<file path="src/rtl/obi_mailbox_responder.sv">
// obi_mailbox_responder: OBI mailbox register bank with grant wait-states, fixed response latency and doorbell irq
package obi_mailbox_pkg;
  typedef struct packed {
    logic        req;
    logic        we;
    logic [3:0]  be;
    logic [31:0] addr;
    logic [31:0] wdata;
  } obi_req_t;
  typedef struct packed {
    logic        gnt;
    logic        rvalid;
    logic [31:0] rdata;
  } obi_resp_t;
endpackage

module obi_mailbox_responder
  import obi_mailbox_pkg::*;
#(
  parameter int          NumWords      = 16,
  parameter logic [31:0] BaseAddr      = 32'h0,
  parameter int          GntWaitCycles = 0,
  parameter int          RespLatency   = 1,
  parameter logic [31:0] OorRdata      = 32'hBADCAB1E
) (
  input  logic      clk_i,
  input  logic      rst_i,
  input  obi_req_t  obi_req_i,
  output obi_resp_t obi_resp_o,
  output logic      irq_o
);
  localparam int IW = $clog2(NumWords);
  localparam logic [31:0] Mask = 32'(NumWords * 4 - 1);
  typedef enum logic {IDLE, WAIT} state_t;
  state_t state, state_n;
  logic [2:0] wcnt, wcnt_n;
  logic gnt, fire, hit, wr;
  logic [IW-1:0] idx;
  logic [31:0] regs [NumWords];
  logic [31:0] wmerge, rd;
  logic [RespLatency-1:0] pv;
  logic [31:0] pd [RespLatency];
  assign hit  = (obi_req_i.addr & ~Mask) == BaseAddr;
  assign idx  = obi_req_i.addr[2 +: IW];
  assign fire = obi_req_i.req & gnt;
  assign wr   = fire & obi_req_i.we & hit;
  assign rd   = hit ? regs[idx] : OorRdata;
  always_comb begin
    state_n = state;
    wcnt_n  = wcnt;
    gnt     = 1'b0;
    if (state == IDLE) begin
      if (obi_req_i.req && GntWaitCycles == 0) gnt = 1'b1;
      else if (obi_req_i.req) begin
        state_n = WAIT;
        wcnt_n  = 3'd1;
      end
    end else if (!obi_req_i.req || wcnt == 3'(GntWaitCycles)) begin
      gnt     = obi_req_i.req;
      state_n = IDLE;
      wcnt_n  = '0;
    end else wcnt_n = wcnt + 3'd1;
    if (rst_i) gnt = 1'b0;
  end
  always_comb begin
    wmerge = regs[idx];
    for (int b = 0; b < 4; b++)
      wmerge[8*b +: 8] = obi_req_i.be[b] ? obi_req_i.wdata[8*b +: 8] : regs[idx][8*b +: 8];
  end
  always_ff @(posedge clk_i) begin
    if (rst_i) begin
      state <= IDLE;
      wcnt  <= '0;
      irq_o <= 1'b0;
      for (int i = 0; i < NumWords; i++) regs[i] <= '0;
    end else begin
      state <= state_n;
      wcnt  <= wcnt_n;
      irq_o <= |((wr && idx == '0) ? wmerge : regs[0]);
      if (wr) regs[idx] <= wmerge;
    end
  end
  // Data only advances alongside a valid bit so the last stage holds its value while idle
  always_ff @(posedge clk_i) begin
    if (rst_i) begin
      pv <= '0;
      for (int i = 0; i < RespLatency; i++) pd[i] <= '0;
    end else begin
      pv[0] <= fire;
      pd[0] <= fire ? (obi_req_i.we ? '0 : rd) : pd[0];
      for (int i = RespLatency - 1; i > 0; i--) begin
        pv[i] <= pv[i-1];
        pd[i] <= pv[i-1] ? pd[i-1] : pd[i];
      end
    end
  end
  assign obi_resp_o.gnt    = gnt;
  assign obi_resp_o.rvalid = pv[RespLatency-1];
  assign obi_resp_o.rdata  = pd[RespLatency-1];
endmodule

</file>
<file path="config.mk">
export PLATFORM = sky130hd
export DESIGN_NAME = obi_mailbox_responder
export DESIGN_NICKNAME = d
export VERILOG_FILES = /design/src/rtl/obi_mailbox_responder.sv
export SDC_FILE = /design/constraint.sdc
export NUM_CORES = 1
export LEC_CHECK = 0
export CAP_MARGIN = 5
export CORE_ASPECT_RATIO = 0.9
export CORE_UTILIZATION = 55
export CTS_CLUSTER_DIAMETER = 150
export DETAILED_ROUTE_END_ITERATION = 12
export MAX_ROUTING_LAYER = met4
export PLACE_DENSITY = 0.76
export SYNTH_ARGS = -nofsm -noshare
export SYNTH_HDL_FRONTEND = slang
export SYNTH_SLANG_ARGS = --single-unit
</file>
<file path="constraint.sdc">
create_clock -name clk_i -period 3 [get_ports clk_i]
set_input_delay 0.3 -clock clk_i [delete_from_list [all_inputs] [get_ports clk_i]]
set_output_delay 0.3 -clock clk_i [all_outputs]
set_load 0.01 [all_outputs]
</file>
==> results of run 1 <==
per-stage QoR:
| step | TNS (ns) | std cells | cell area (µm²) | total power [mW] |
|---|---|---|---|---|
| floorplan | 0 | 1768 | 24150 | 9.725 |
| global placement | -0.1555 | 2474 | 27140 | 10.51 |
| detailed placement | -0.1990 | 2474 | 27140 | 10.57 |
| CTS | 0 | 2570 | 28980 | 17.53 |
| global route | 0 | 2571 | 28980 | 17.94 |
| finish | 0 | 2571 | 28980 | 17.54 |
how the worst max path moves through the flow:
stage	startpoint	to	slack [ns]	cells past startpoint
2_1_floorplan	obi_req_i[35]	regs[10][22]	0.005	12
3_3_place_gp	obi_req_i[35]	irq_o	-0.16	10
3_5_place_dp	obi_req_i[34]	irq_o	-0.20	9
4_1_cts	regs[15][31]	irq_o	0.18	8
5_1_grt	regs[7][31]	irq_o	0.05	8
6_report	regs[4][31]	irq_o	0.14	8
cell type report:
| cell class | count | area [µm²] |
|---|---|---|
| tap | 555 | 694.4 |
| fill | 2944 | 14170 |
| sequential | 550 | 16140 |
| timing repair buffer | 302 | 3018 |
| inverter | 11 | 41.29 |
| multi-input combinational | 1056 | 7249 |
| antenna | 1 | 2.502 |
| clock inverter | 22 | 329.1 |
| clock buffer | 74 | 1508 |
where the power goes:
| group | internal, mW | total (mW) | switching [mW] |
|---|---|---|---|
| logic | 0.738 | 1.77 | 1.03 |
| clock network | 4.14 | 7.09 | 2.96 |
| registers | 8.60 | 8.68 | 0.0840 |
| total | 13.5 | 17.5 | 4.07 |
metal layers:
| metal | up-vias | routed length, µm | GRT usage |
|---|---|---|---|
| met2 | 1458 | 33210 | 0.5010 |
| met5 | - | 0 | - |
| li1 | 6907 | - | - |
| met1 | 8250 | 26220 | 0.4685 |
| met3 | 222 | 11490 | 0.08270 |
| met4 | 0 | 3011 | 0.1429 |
kinds of logic (layout without fill, tap and decap cells):
family	Yosys count	in the layout	synth area share
AO/OA/AOI/OAI	140	140	0.04129
adder cells (fa/ha/maj)	2	2	0.001036
buffers and inverters	162	409	0.03342
flip-flops	550	550	0.6681
multiplexers	184	184	0.1349
other	0	1	0
AND/OR/NAND/NOR	730	730	0.1212
layout by cell type (no fill, tap or decap), types with 16 or more instances in the layout:
cell and n:
a21oi_1 28, a22oi_1 34, buf_12 40, buf_4 159, clkbuf_16 55, clkdlybuf4s50_1 99
dfxtp_1 38, edfxtp_1 512, mux2i_1 60, mux4_2 107, nand2_1 73, nand2b_2 16
nor2_1 579
state kept, by name (all words and copies together) (netlist names):
signal / flops
state: 1
pd: 32
regs: 512
irq_o: 1
wcnt: 3
pv: 1
critical path, delay by kind of cell (launching register included):
kind,cells,cell delay [ns]
compound gates,2,0.44
flops,1,0.38
mux,2,0.78
simple gates,4,1.15
==> metrics.md, run 1 <==
| Metric | Value |
|---|---|
| Status | completed |
| Cell accounting for the most synthesized area | edfxtp_1 |
| Hold endpoint | pd[0][22] |
| Drt first pass iters | 6 |
| Global-route wire length before repair | 107100 µm |
| Crit path largest cell delay | 0.55 ns |
| R2r setup slk | 0.14 ns |
| DRT iter0 DRCs | 2645 |
| Final max-slew violation count | 0 |
| Residual DRC count | 0 |
| Min Tclk post-route | 2.863 ns |
| Commonest cells post-synth | nor2_1 (579), edfxtp_1 (512), mux4_2 (107) |
| ANT nets after route | 0 |
| Max_slew headroom | 0.5108 |
| Ys async rst share | 0 |
| # Max-Cap Violations | 0 |
| Cell Rows | 72 |
| Vias in the first global route | 16500 |
| Final setup margin | 0.1370 ns |
| Hold path start | rst_i |
| Vias | 16840 |
| Synth unique cells | 56 |
| Hold_buf cts | 0 |
| Synth top area cells | edfxtp_1 (64%), mux4_2 (10%), nor2_1 (9.0%), dfxtp_1 (3.1%), mux2i_1 (2.5%) |
| Total grt overflow | 0 |
| Initial Util | 0.5597 |
| CTS tree | done |
| Placer Congestion | 0.9201 |
| Count leader, synth | nor2_1 |
| Synth top area share | 0.6366 |
| Critical-path top delay cell | or4_1 |
| Largest net degree at the start of global routing | 55 |
| Die H | 200.8 µm |
| DR WL/cell | 28.76 µm |
| Crit Reg-Reg Endpoint | irq_o |
| Hold/Removal Path Class | in -> reg |
| IO Port Bufs | 104 |
| Synth Instances | 1768 |
| Sink Count | 550 |
| Setup crit end kind | register |
| Clock Pin Slew Worst Setup and Hold Paths | 0.06 ns |
| Post-CTS setup buffer count | 0 |
| Syn Area/Cell | 13.66 µm² |
| CP startpoint kind | register |
| Critical R2R Launch | regs[4][31] |
| Hold Crit Depth | 3 |
| Total CTS buffers | 55 |
| RSZ-0062 raised after global routing | false |
| GRT Util Overall | 0.3442 |
| Hold WS | 0.3024 ns |
| Worst Path Arrival | 3.37 ns |
| Nets | 2050 |
| Final Core Density | 0.6715 |
| Synth-to-Final Area Change | 19.99% |
| FMAX | 349.3 MHz |
| Resized cells post-CTS | 0 |
| Setup CP Type | reg -> reg |
| Die X-Extent | 222.9 µm |
| Initial antenna violation count | 1 |
| Pwr/cell area | 605.4 mW/mm² |
| CP Data Required Time | 3.51 ns |
| Setup violations, final | 0 |
| Cell area after synthesis | 0.02415 mm² |
| Hold Vio Cnt, Final | 0 |
| Fin crit share | 0.9543 |
| Vias/cell | 6.549 |
| Worst Clk Skew | 0.02020 ns |
| Io pins | 107 |
| Worst slew pin tran | 0.7270 ns |
| Synthesized net count | 1842 |
| CORE AREA | 0.04315 mm² |
| CTS Buffer Depth | 3 |
| Ys flop type | edfxtp_1 |
| Post-DP HPWL | 45450 µm |
| Post-synth EDFFs | 512 |
| Sequential element share of the synthesized area | 0.6681 |
| Synth warn | 0 |
| Peak fanout along the critical path | 2 |
| Pre-CTS setup slack | -0.1990 ns |
| Static Leak | 10.58 nW |
| Clk Tree Root Cell | clkbuf_16 |
| Worst reg-to-reg path cell count | 8 |
| WL final | 73940 µm |
| Worst-skew pair later-pin latency | 0.63 ns |
| VDD IR max | 0.0004935 V |
| H-tree levels | 2 |
| Synthesized flop and latch total | 550 |
| Crit path cell chain | mux4_2, mux2i_1, nor2_1, a221oi_4, and4_1, nand4b_1, or4_1, o31a_1 |
| Share of post-route cells with drive strength above 1 | 0.2149 |
| Die ar. | 0.04475 mm² |
No activity file was read; power rests on OpenSTA's default activity.
==> run 2: changes to the inputs <==
Settings changed: CAP_MARGIN 5 to default, PLACE_DENSITY 0.76 to 0.77.
==> run 2 against run 1 <==
  * Highest routed layer unchanged
  * Sequential power about the same
  * Sequential cell count unchanged
  * Register-to-register slack got worse by 0.04 ns
  * Non-clock buffer count unchanged
  * Largest power group unchanged
  * Via count increased by 0.20%
  * Clock skew increased by 0.0020 ns
  * Sequential share of layout area increased by 0.38 points
  * Clock-buffer cell count decreased by 2
  * Combinational power about the same
==> metrics.md, run 2 (synthesized netlist as in run 1, its figures left out) <==
| Metric | Value |
|---|---|
| RSZ-0062 raised after global routing | false |
| CORE AREA | 0.04315 mm² |
| WL met1 | 25570 µm |
| DR top layer | met4 |
| Setup violations, final | 0 |
| Global-route wire length before repair | 107600 µm |
| CTS tree | done |
| Residual DRC count | 0 |
| Die ar. | 0.04475 mm² |
| Initial Util | 0.5597 |
| Share of post-route cells with drive strength above 1 | 0.2111 |
| Hold Vio Cnt, Final | 0 |
| Peak fanout along the critical path | 4 |
| Worst Clk Skew | 0.02216 ns |
| Met2 WL | 33240 µm |
| Vias in the first global route | 16830 |
| Setup CP Type | reg -> out |
| Post-DP HPWL | 45500 µm |
| Final Non-Filler Cells | 2574 |
| Clk Tree Root Cell | clkbuf_16 |
| Pwr/cell area | 591.6 mW/mm² |
| Vias/cell | 6.554 |
| # fillers | 2927 |
| Met3 routed WL | 11710 µm |
| Initial antenna violation count | 1 |
| CP startpoint kind | register |
| Largest register FFs | 512 |
| Nets | 2048 |
| IO Port Bufs | 104 |
| Min Tclk post-route | 2.949 ns |
| Final Core Density | 0.6670 |
| Most common cell after layout, fill and taps aside | nor2_1 |
| Die H | 200.8 µm |
| Sink Count | 550 |
| Total CTS buffers | 53 |
| Biggest regs | regs x512, pd x32, wcnt x3 |
| H-tree levels | 2 |
| Post-CTS setup buffer count | 0 |
| GRT Util Overall | 0.3447 |
| CP Data Required Time | 2.70 ns |
| WL final | 73690 µm |
| Power, Total | 17.03 mW |
| Fin crit share | 0.9831 |
| Synth-to-Final Area Change | 19.18% |
| Commonest cells after routing, fill and taps aside | nor2_1 (579), edfxtp_1 (512), buf_4 (163) |
| Worst-skew pair later-pin latency | 0.61 ns |
| Final max-slew violation count | 0 |
| FMAX | 339.1 MHz |
| Worst slew pin tran | 0.6701 ns |
| Hold/Removal Path Class | in -> reg |
| Cell Rows | 72 |
| DP Cell Count | 2474 |
| Worst Path Arrival | 2.65 ns |
| Max_slew headroom | 0.5492 |
| ANT nets after route | 0 |
| Placer Congestion | 0.9092 |
| Largest net degree at the start of global routing | 55 |
| Drt first pass iters | 5 |
| Clock Pin Slew Worst Setup and Hold Paths | 0.06 ns |
| Reg with most FFs | regs |
| CTS Buffer Depth | 3 |
| # Max-Cap Violations | 0 |
| DR WL/cell | 28.63 µm |
| Io pins | 107 |
| Static Leak | 10.49 nW |
| VDD IR max | 0.0005290 V |
| Total grt overflow | 0 |
| Vias | 16870 |
| Hold WS | 0.3241 ns |
| Die X-Extent | 222.9 µm |
| Setup crit end kind | output pin |
| Status | completed |
| DRT iter0 DRCs | 2715 |
-- run 2: metrics by stage --
stage               instance area (µm²)  worst slack [ns]  TNS [ns]
floorplan                         24150          0.005130         0
global placement                  27090          -0.08947  -0.08947
detailed placement                27090           -0.1638    -1.026
CTS                               28780           0.06759         0
global route                      28780           0.02121         0
finish                            28780           0.05076         0
-- run 2: worst paths after layout --
kind               endpoint  slack (ns)  depth (start not counted)         from
max          obi_resp_o[33]        0.05                          7      wcnt[0]
min reg2reg        pd[0][2]        0.46                          2     pd[0][2]
min               pd[0][10]        0.32                          3        rst_i
max reg2reg           irq_o        0.10                          8  regs[0][30]
-- run 2: worst max-delay path, stage by stage (launching register included) --
cell,delay (ns)
dfxtp_1,0.33
inv_1,0.08
ha_1,0.17
nand2b_1,0.11
a21o_2,0.25
nor2_1,0.38
buf_4,0.20
clkdlybuf4s50_1,0.52
-- run 2: layout make-up --
cell class                 instances  area (µm²)  area share
timing repair buffer             302        2968      0.1031
tap                              555       694.4     0.02413
multi-input combinational       1056        7254      0.2520
clock inverter                    27       236.5    0.008216
clock buffer                      72        1450     0.05038
inverter                          11       41.29    0.001435
antenna                            1       2.502  0.00008694
sequential                       550       16140      0.5606
-- run 2: layer usage --
metal / up-vias / global-route usage
li1: 6884 / -
met1: 8243 / 0.4544
met2: 1510 / 0.5081
met3: 234 / 0.09807
met4: 0 / 0.1372
met5: - / -
-- run 2: power breakdown --
part	internal, mW	leakage, nW	switching, mW
registers	8.60	5.60	0.0854
logic	0.733	4.06	1.03
clock network	3.73	0.828	2.85
total	13.1	10.5	3.97
-- run 2: repair_timing --
item | CTS | global route
hold buffers | 0 | 0
hold endpoints to repair | 0 | 0
setup endpoints to repair | 0 | 1
gates resized for setup | 0 | 1
